## src/rtl/arduino_port_responder_pkg.sv

```systemverilog
// Shared constants and state types for the Arduino req/ack byte port:
// register addresses, STATUS bit layout and the RX/TX FSM encodings.
package arduino_port_responder_pkg;

  localparam logic ADDR_DATA   = 1'b0;
  localparam logic ADDR_STATUS = 1'b1;

  // STATUS read layout: rx_count in [2:0], then the flags above it.
  localparam int STAT_CNT_W    = 3;
  localparam int STAT_OVF_BIT  = 3;
  localparam int STAT_DROP_BIT = 4;
  localparam int STAT_BUSY_BIT = 5;

  // STATUS write: write-one-to-clear bits.
  localparam int CLR_OVF_BIT  = 0;
  localparam int CLR_DROP_BIT = 1;

  typedef enum logic {
    R_IDLE,
    R_ACK
  } rx_state_e;

  typedef enum logic [1:0] {
    T_IDLE,
    T_REQ,
    T_REL
  } tx_state_e;

  function automatic logic [31:0] pack_status(input logic [STAT_CNT_W-1:0] cnt,
                                              input logic busy,
                                              input logic ovf,
                                              input logic drop);
    logic [31:0] s;
    s = '0;
    s[STAT_CNT_W-1:0] = cnt;
    s[STAT_BUSY_BIT]  = busy;
    s[STAT_OVF_BIT]   = ovf;
    s[STAT_DROP_BIT]  = drop;
    return s;
  endfunction

endpackage

```

## src/rtl/arduino_port_responder_if.sv

```systemverilog
// CPU memory-mapped I/O bus as seen by the Arduino port block.
interface arduino_port_responder_if;
  logic        we;
  logic        re;
  logic        addr;
  logic [31:0] module_input;
  logic [31:0] module_output;

  modport master (output we, re, addr, module_input, input module_output);
  modport slave  (input we, re, addr, module_input, output module_output);
endinterface

```

## src/rtl/arduino_port_responder_byte_fifo.sv

```systemverilog
// Small byte FIFO; a push while full only lands when a pop happens on the
// same edge, and a pop while empty is ignored.
module byte_fifo #(
  parameter  int DEPTH = 4,
  localparam int AW    = $clog2(DEPTH),
  localparam int CW    = AW + 1
) (
  input  logic          clk,
  input  logic          reset,
  input  logic          push,
  input  logic          pop,
  input  logic [7:0]    din,
  output logic [7:0]    dout,
  output logic          full,
  output logic          empty,
  output logic [CW-1:0] count
);

  logic [7:0]    mem_q [DEPTH];
  logic [AW-1:0] wr_ptr_q, wr_ptr_d;
  logic [AW-1:0] rd_ptr_q, rd_ptr_d;
  logic [CW-1:0] count_q, count_d;
  logic          push_ok, pop_ok;

  assign empty   = (count_q == '0);
  assign full    = (count_q == CW'(DEPTH));
  assign pop_ok  = pop && !empty;
  assign push_ok = push && (!full || pop_ok);
  assign dout    = mem_q[rd_ptr_q];
  assign count   = count_q;

  always_comb begin
    // NOTE: pointers wrap for free because DEPTH is a power of two.
    wr_ptr_d = push_ok ? wr_ptr_q + 1'b1 : wr_ptr_q;
    rd_ptr_d = pop_ok  ? rd_ptr_q + 1'b1 : rd_ptr_q;
    count_d  = count_q + CW'(push_ok) - CW'(pop_ok);
  end

  always_ff @(posedge clk) begin
    if (reset) begin
      wr_ptr_q <= '0;
      rd_ptr_q <= '0;
      count_q  <= '0;
    end else begin
      wr_ptr_q <= wr_ptr_d;
      rd_ptr_q <= rd_ptr_d;
      count_q  <= count_d;
    end
  end

  // NOTE: storage is deliberately not reset; count_q alone decides validity.
  always_ff @(posedge clk) begin
    if (push_ok) mem_q[wr_ptr_q] <= din;
  end

endmodule

```

## src/rtl/arduino_port_responder.sv

```systemverilog
// Four-phase req/ack byte port between the CPU I/O bus and an Arduino:
// RX responder feeding a FIFO, TX initiator driven by CPU writes.
module arduino_port_responder
  import arduino_port_responder_pkg::*;
#(
  parameter int DEPTH       = 4,
  parameter int SYNC_STAGES = 2
) (
  input  logic                     clk,
  input  logic                     reset,
  arduino_port_responder_if.slave  bus,
  input  logic [7:0]               ard_data_in,
  input  logic                     ard_req_in,
  output logic                     ard_ack_out,
  output logic [7:0]               ard_data_out,
  output logic                     ard_req_out,
  input  logic                     ard_ack_in
);

  localparam int CW = $clog2(DEPTH) + 1;

  rx_state_e              rx_state_q, rx_state_d;
  tx_state_e              tx_state_q, tx_state_d;
  logic [7:0]             tx_data_q, tx_data_d;
  logic                   rx_overflow_q, rx_overflow_d;
  logic                   tx_drop_q, tx_drop_d;
  logic [SYNC_STAGES-1:0] req_sync_q, req_sync_d;
  logic [SYNC_STAGES-1:0] ack_sync_q, ack_sync_d;

  logic          req_s, ack_s;
  logic          wr_data, wr_stat, rd_data;
  logic          tx_busy, push, pop;
  logic [7:0]    fifo_head;
  logic          fifo_full, fifo_empty;
  logic [CW-1:0] rx_count;
  logic          unused_input_bits;

  assign req_s   = req_sync_q[SYNC_STAGES-1];
  assign ack_s   = ack_sync_q[SYNC_STAGES-1];
  assign wr_data = bus.we && (bus.addr == ADDR_DATA);
  assign wr_stat = bus.we && (bus.addr == ADDR_STATUS);
  assign rd_data = bus.re && (bus.addr == ADDR_DATA);
  assign pop     = rd_data && !fifo_empty;
  assign push    = (rx_state_q == R_IDLE) && req_s;
  assign tx_busy = (tx_state_q != T_IDLE);
  assign unused_input_bits = ^bus.module_input[31:8];

  byte_fifo #(.DEPTH(DEPTH)) u_fifo (
    .clk   (clk),
    .reset (reset),
    .push  (push),
    .pop   (pop),
    .din   (ard_data_in),
    .dout  (fifo_head),
    .full  (fifo_full),
    .empty (fifo_empty),
    .count (rx_count)
  );

  always_comb begin
    req_sync_d    = {req_sync_q[SYNC_STAGES-2:0], ard_req_in};
    ack_sync_d    = {ack_sync_q[SYNC_STAGES-2:0], ard_ack_in};
    rx_state_d    = rx_state_q;
    tx_state_d    = tx_state_q;
    tx_data_d     = tx_data_q;
    rx_overflow_d = rx_overflow_q;
    tx_drop_d     = tx_drop_q;

    // Clears first so a same-cycle set event is never lost.
    if (wr_stat && bus.module_input[CLR_OVF_BIT])  rx_overflow_d = 1'b0;
    if (wr_stat && bus.module_input[CLR_DROP_BIT]) tx_drop_d     = 1'b0;

    unique case (rx_state_q)
      R_IDLE: if (req_s) begin
        if (fifo_full && !pop) rx_overflow_d = 1'b1;
        rx_state_d = R_ACK;
      end
      R_ACK:  if (!req_s) rx_state_d = R_IDLE;
      default: rx_state_d = R_IDLE;
    endcase

    unique case (tx_state_q)
      T_IDLE: if (wr_data) begin
        tx_data_d  = bus.module_input[7:0];
        tx_state_d = T_REQ;
      end
      T_REQ:  if (ack_s)  tx_state_d = T_REL;
      T_REL:  if (!ack_s) tx_state_d = T_IDLE;
      default: tx_state_d = T_IDLE;
    endcase

    if (wr_data && tx_busy) tx_drop_d = 1'b1;
  end

  // NOTE: sequential state uses non-blocking assignments only.
  always_ff @(posedge clk) begin
    if (reset) begin
      rx_state_q    <= R_IDLE;
      tx_state_q    <= T_IDLE;
      tx_data_q     <= '0;
      rx_overflow_q <= 1'b0;
      tx_drop_q     <= 1'b0;
      req_sync_q    <= '0;
      ack_sync_q    <= '0;
    end else begin
      rx_state_q    <= rx_state_d;
      tx_state_q    <= tx_state_d;
      tx_data_q     <= tx_data_d;
      rx_overflow_q <= rx_overflow_d;
      tx_drop_q     <= tx_drop_d;
      req_sync_q    <= req_sync_d;
      ack_sync_q    <= ack_sync_d;
    end
  end

  assign ard_ack_out  = (rx_state_q == R_ACK);
  assign ard_req_out  = (tx_state_q == T_REQ);
  assign ard_data_out = tx_data_q;

  always_comb begin
    bus.module_output = '0;
    if (bus.addr == ADDR_STATUS)
      bus.module_output = pack_status(STAT_CNT_W'(rx_count), tx_busy,
                                      rx_overflow_q, tx_drop_q);
    else if (!fifo_empty)
      bus.module_output = {24'b0, fifo_head};
  end

endmodule
```

## src/flat_wrapper.sv

```systemverilog
// flat-port wrapper written by rule: the top's interface ports become plain ports
module arduino_port_responder_flat import arduino_port_responder_pkg::*;
#(
  parameter int DEPTH       = 4,
  parameter int SYNC_STAGES = 2
)
  (clk, reset, ard_data_in, ard_req_in, ard_ack_out, ard_data_out, ard_req_out, ard_ack_in, bus_we, bus_re, bus_addr, bus_module_input, bus_module_output);
  arduino_port_responder_if bus_i ();
  input  logic clk;
  input  logic reset;
  input  logic [7:0] ard_data_in;
  input  logic ard_req_in;
  output logic ard_ack_out;
  output logic [7:0] ard_data_out;
  output logic ard_req_out;
  input  logic ard_ack_in;
  input wire logic [$bits(bus_i.we)-1:0] bus_we;
  input wire logic [$bits(bus_i.re)-1:0] bus_re;
  input wire logic [$bits(bus_i.addr)-1:0] bus_addr;
  input wire logic [$bits(bus_i.module_input)-1:0] bus_module_input;
  output wire logic [$bits(bus_i.module_output)-1:0] bus_module_output;
  assign bus_i.we = bus_we;
  assign bus_i.re = bus_re;
  assign bus_i.addr = bus_addr;
  assign bus_i.module_input = bus_module_input;
  assign bus_module_output = bus_i.module_output;
  arduino_port_responder #(.DEPTH(DEPTH), .SYNC_STAGES(SYNC_STAGES)) u_core (.clk(clk), .reset(reset), .bus(bus_i), .ard_data_in(ard_data_in), .ard_req_in(ard_req_in), .ard_ack_out(ard_ack_out), .ard_data_out(ard_data_out), .ard_req_out(ard_req_out), .ard_ack_in(ard_ack_in));
endmodule
```

## config.mk

```make
export PLATFORM = sky130hd
export DESIGN_NAME = arduino_port_responder_flat
export DESIGN_NICKNAME = d
export VERILOG_FILES = /design/src/rtl/arduino_port_responder_pkg.sv /design/src/rtl/arduino_port_responder_if.sv /design/src/rtl/arduino_port_responder_byte_fifo.sv /design/src/rtl/arduino_port_responder.sv /design/src/flat_wrapper.sv
export SDC_FILE = /design/constraint.sdc
export NUM_CORES = 1
export LEC_CHECK = 0
export ABC_AREA = 1
export BUFFER_PORTS_ARGS = -buffer_cell sky130_fd_sc_hd__buf_2
export CAP_MARGIN = 0
export CORE_MARGIN = 2
export CORE_UTILIZATION = 40
export CTS_CLUSTER_SIZE = 25
export DETAILED_ROUTE_END_ITERATION = 6
export HOLD_SLACK_MARGIN = 0.15
export PLACE_DENSITY = 0.71
export SYNTH_ARGS = -nofsm -noshare
export SYNTH_HDL_FRONTEND = slang
export SYNTH_SLANG_ARGS = --single-unit
```

## constraint.sdc

```tcl
create_clock -name clk -period 2.67 [get_ports clk]
set_input_delay 0.4005 -clock clk [delete_from_list [all_inputs] [get_ports clk]]
set_output_delay 0.4005 -clock clk [all_outputs]
set_load 0.05 [all_outputs]
```

==> summary.txt <==
Run status
  – Status: completed

Clock tree
  – Clock latency on the worst-skew pair: 0.34 ns
  – H-tree Lvls: 3
  – Clock slew at reported path FFs: 0.06 ns
  – Post_cts resized: 0
  – Maximum buffer depth of the clock tree: 2
  – Total CTS buffers: 9
  – CTS tree: done
  – Clk sink count: 58
  – Hold buffer count at CTS: 0
  – Clk root buf: clkbuf_8
  – Setup Buffers After CTS: 0

Route
  – Vias/cell: 4.55
  – ANT nets after route: 0
  – Initial DRC Count: 43
  – Vias: 1867
  – DRT Pass-1 Iters: 4
  – Drt drc: 0
  – Per-cell routed wire length: 11.5 µm
  – Post-Route WL: 4.70 mm

Worst setup path
  – Reg2reg path depth: 10
  – CP Buf/Inv Count: 2
  – Slowest stage cell, crit path: dfxtp_1
  – CP startpoint kind: flop
  – Critical path's largest stage delay: 0.71 ns
  – Top delay family on crit path: flip-flops
  – Crit path capture type: output port
  – Req. time, crit path: 2.27 ns
  – Worst EP arrival: 1.86 ns
  – Critical-path cell list: inv_4 -> nand2_1 -> nand3_1 -> nand3_1 -> nand2_1 -> buf_2
  – Max FO, Critical Path: 17
  – Worst r2r dst: u_core.u_fifo.count[2]
  – Worst R2R Start: u_core.req_sync_q[1]
  – R2R Setup Slk: 0.60 ns
  – Critical path class: reg -> out

Yosys
  – Primary FF master, synth: edfxtp_1
  – Post-synthesis compound-gate area fraction: 4.42%
  – Number of synthesized flops with an enable pin: 32
  – Synth Warn #: 0
  – Synth Area in Simple Gates: 20.8%
  – Post-Synth Adder-Cell Area: 3.65%
  – Synthesized cell area: 0.00260 mm²
  – Seq/Total Area, Yosys: 56.9%
  – Synth async-reset ratio: 0%
  – Synth Instances: 281
  – Flip-flop and latch count after synthesis: 58
  – Synth cell types: 24
  – Synthesized area per cell: 9.27 µm²
  – Mux cell area share after synthesis: 0%
  – Xor-xnor portion of the synthesized cell area: 0%
  – Main combinational cell family by area after synthesis: simple AND/OR/NAND/NOR gates

Final layout
  – Finished Layout Cells: 410
  – Share of cells above drive strength 1: 21.3%
  – Fin nets: 382
  – # diodes: 0
  – Area Overhead vs Synth: 14.0%

Global route
  – GRT met3 Usage: 4.52%
  – Global routing met2 resource utilization: 22.1%
  – First-pass GRT wire length: 7.80 mm
  – M1 GR Usage: 17.7%
  – Largest net degree at the start of global routing: 18
  – Total grt overflow: 0
  – Vias in the first global route: 1747
  – GR peak layer: met2
  – Total global-route track usage: 14.2%
  – Initial antenna violation count: 0

Placed design
  – IO buf count: 40
  – Placed cells: 394
  – RD Place Congestion: 0.754
  – Post-DP HPWL: 3.30 mm

Floorplan
  – I/O pin count: 89
  – Core ar.: 0.00631 mm²
  – Die width: 84.7 µm
  – Die area: 0.00717 mm²
  – Initial Utilization: 41.2%
  – # rows: 29
  – Die height: 84.7 µm

Min path
  – Hold path cells: 3
  – Hold path start: ard_req_in
  – Hold Path Class: in -> reg
  – Hold endpoint: u_core.req_sync_q[0]

Timing
  – Highest Clock Rate: 0.443 GHz
  – Slew Limit Fails: 0
  – Final Hold Fails: 0
  – Slew headroom: 58.8%
  – RSZ-0062 raised after global routing: false
  – Setup violations, final: 0
  – Post-layout min period: 2.26 ns
  – Crit share post-route: 84.6%
  – Setup TNS: 0 ns
  – Clock skew: 0.00612 ns
  – Worst-Margin Slew: 0.618 ns

Pwr
  – Combinational power share: 26.2%
  – Sw frac: 35.7%
  – Switching pwr: 0.868 mW
  – Pwr Density: 820 mW/mm²
  – Part of the power in registers: 42.8%
  – Internal power: 1.56 mW
  – Clock power frac: 31.0%
  – Worst IR drop on VDD: 0.000492 V
  – P_leak: 1.33 nW

Run
  – Number of max-cap violations: 0
## area by class of cell
class                   instances  area, µm²
fillers                       602       3350
flip-flops and latches         58       1480
inverters                      33        134
clock inverters                 6       57.6
clock buffers                  10        128
repair buffers                 44        230
well taps                      77       96.3
multi-input cells             182        841
## power groups by stage
stage               Sequential [mW]  Combinational [mW]  Clock [mW]
floorplan                      1.07               0.522           0
CTS                            1.04               0.640       0.780
global route                   1.05               0.695       0.814
finish                         1.04               0.636       0.755
global placement               1.06               0.625           0
detailed placement             1.06               0.633           0
## worst max path at each step
stage,to,cells after the start
after floorplan,u_core.u_fifo.count[2],9
after global placement,u_core.u_fifo.count[2],12
after detailed placement,u_core.u_fifo.count[2],12
after CTS,bus_module_output[1],6
after global routing,bus_module_output[6],5
final,bus_module_output[2],6
## through the flow
stage                     total power, mW  cell area (µm²)  hold slack, ns  util (%)  setup slack, ns
final                                2.43             2970           0.261      47.0            0.412
after CTS                            2.46             2970           0.242      47.0            0.385
after floorplan                      1.59             2690           0.388         -            0.566
after global routing                 2.56             2970           0.249      47.0            0.213
after detailed placement             1.70             2780           0.396      44.1            0.454
after global placement               1.68             2780           0.390      44.1            0.482
## tightest hold or removal path: stages
cell    delay [ns]
buf_2         0.07
inv_1         0.03
nor2_1        0.06
## cells in the mapped netlist, drive strengths merged (2+ instances only)
| library cell | count | share of area, % |
|---|---|---|
| inv | 32 | 4.8 |
| edfxtp | 32 | 37 |
| nor2 | 44 | 6.4 |
| ha | 6 | 2.9 |
| a21oi | 10 | 1.9 |
| clkbuf | 2 | 0.34 |
| dfxtp | 26 | 20 |
| nand3 | 26 | 5.2 |
| nand2 | 57 | 8.9 |
| buf | 29 | 8.6 |
| o21ai | 13 | 2.5 |
## cells by family after synthesis
| logic type | count (synthesis) |
|---|---|
| adder cells (fa/ha/maj) | 7 |
| flip-flops | 58 |
| AO/OA/AOI/OAI | 23 |
| other | 1 |
| AND/OR/NAND/NOR | 128 |
| buffers and inverters | 64 |
## state kept, by name, indices dropped and copies added (netlist names), named ones only
name,cells
u_core.ard_data_out,8
u_core.ard_ack_out,1
u_core.u_fifo.wr_ptr_q,2
u_core.tx_drop_q,1
u_core.ack_sync_q,2
u_core.u_fifo.mem_q,32
u_core.u_fifo.rd_ptr_q,2
u_core.tx_state_q,2
u_core.req_sync_q,2
u_core.rx_overflow_q,1
u_core.u_fifo.count,3
## layer usage
layer	part of all wire (%)	wire length, µm	vias to the layer above
li1	-	-	946
met1	45	2120	839
met2	46	2170	74
met3	7.0	330	8
met4	1.9	89	0
met5	0	0	-
## placed cells by master, fill, tap and decap left out, types with 2 or more instances in the layout
cell type,instances
dfxtp_1,26
o21ai_1,3
a21oi_1,10
inv_4,2
conb_1,24
o21ai_0,10
edfxtp_1,32
nand3_1,25
clkbuf_8,9
inv_2,4
inv_1,26
clkinvlp_4,2
nor2_1,43
nand2_1,52
nand2_2,4
buf_2,40
clkinv_1,2
ha_1,6
buf_4,4
Power figures use the tool's default switching activity.
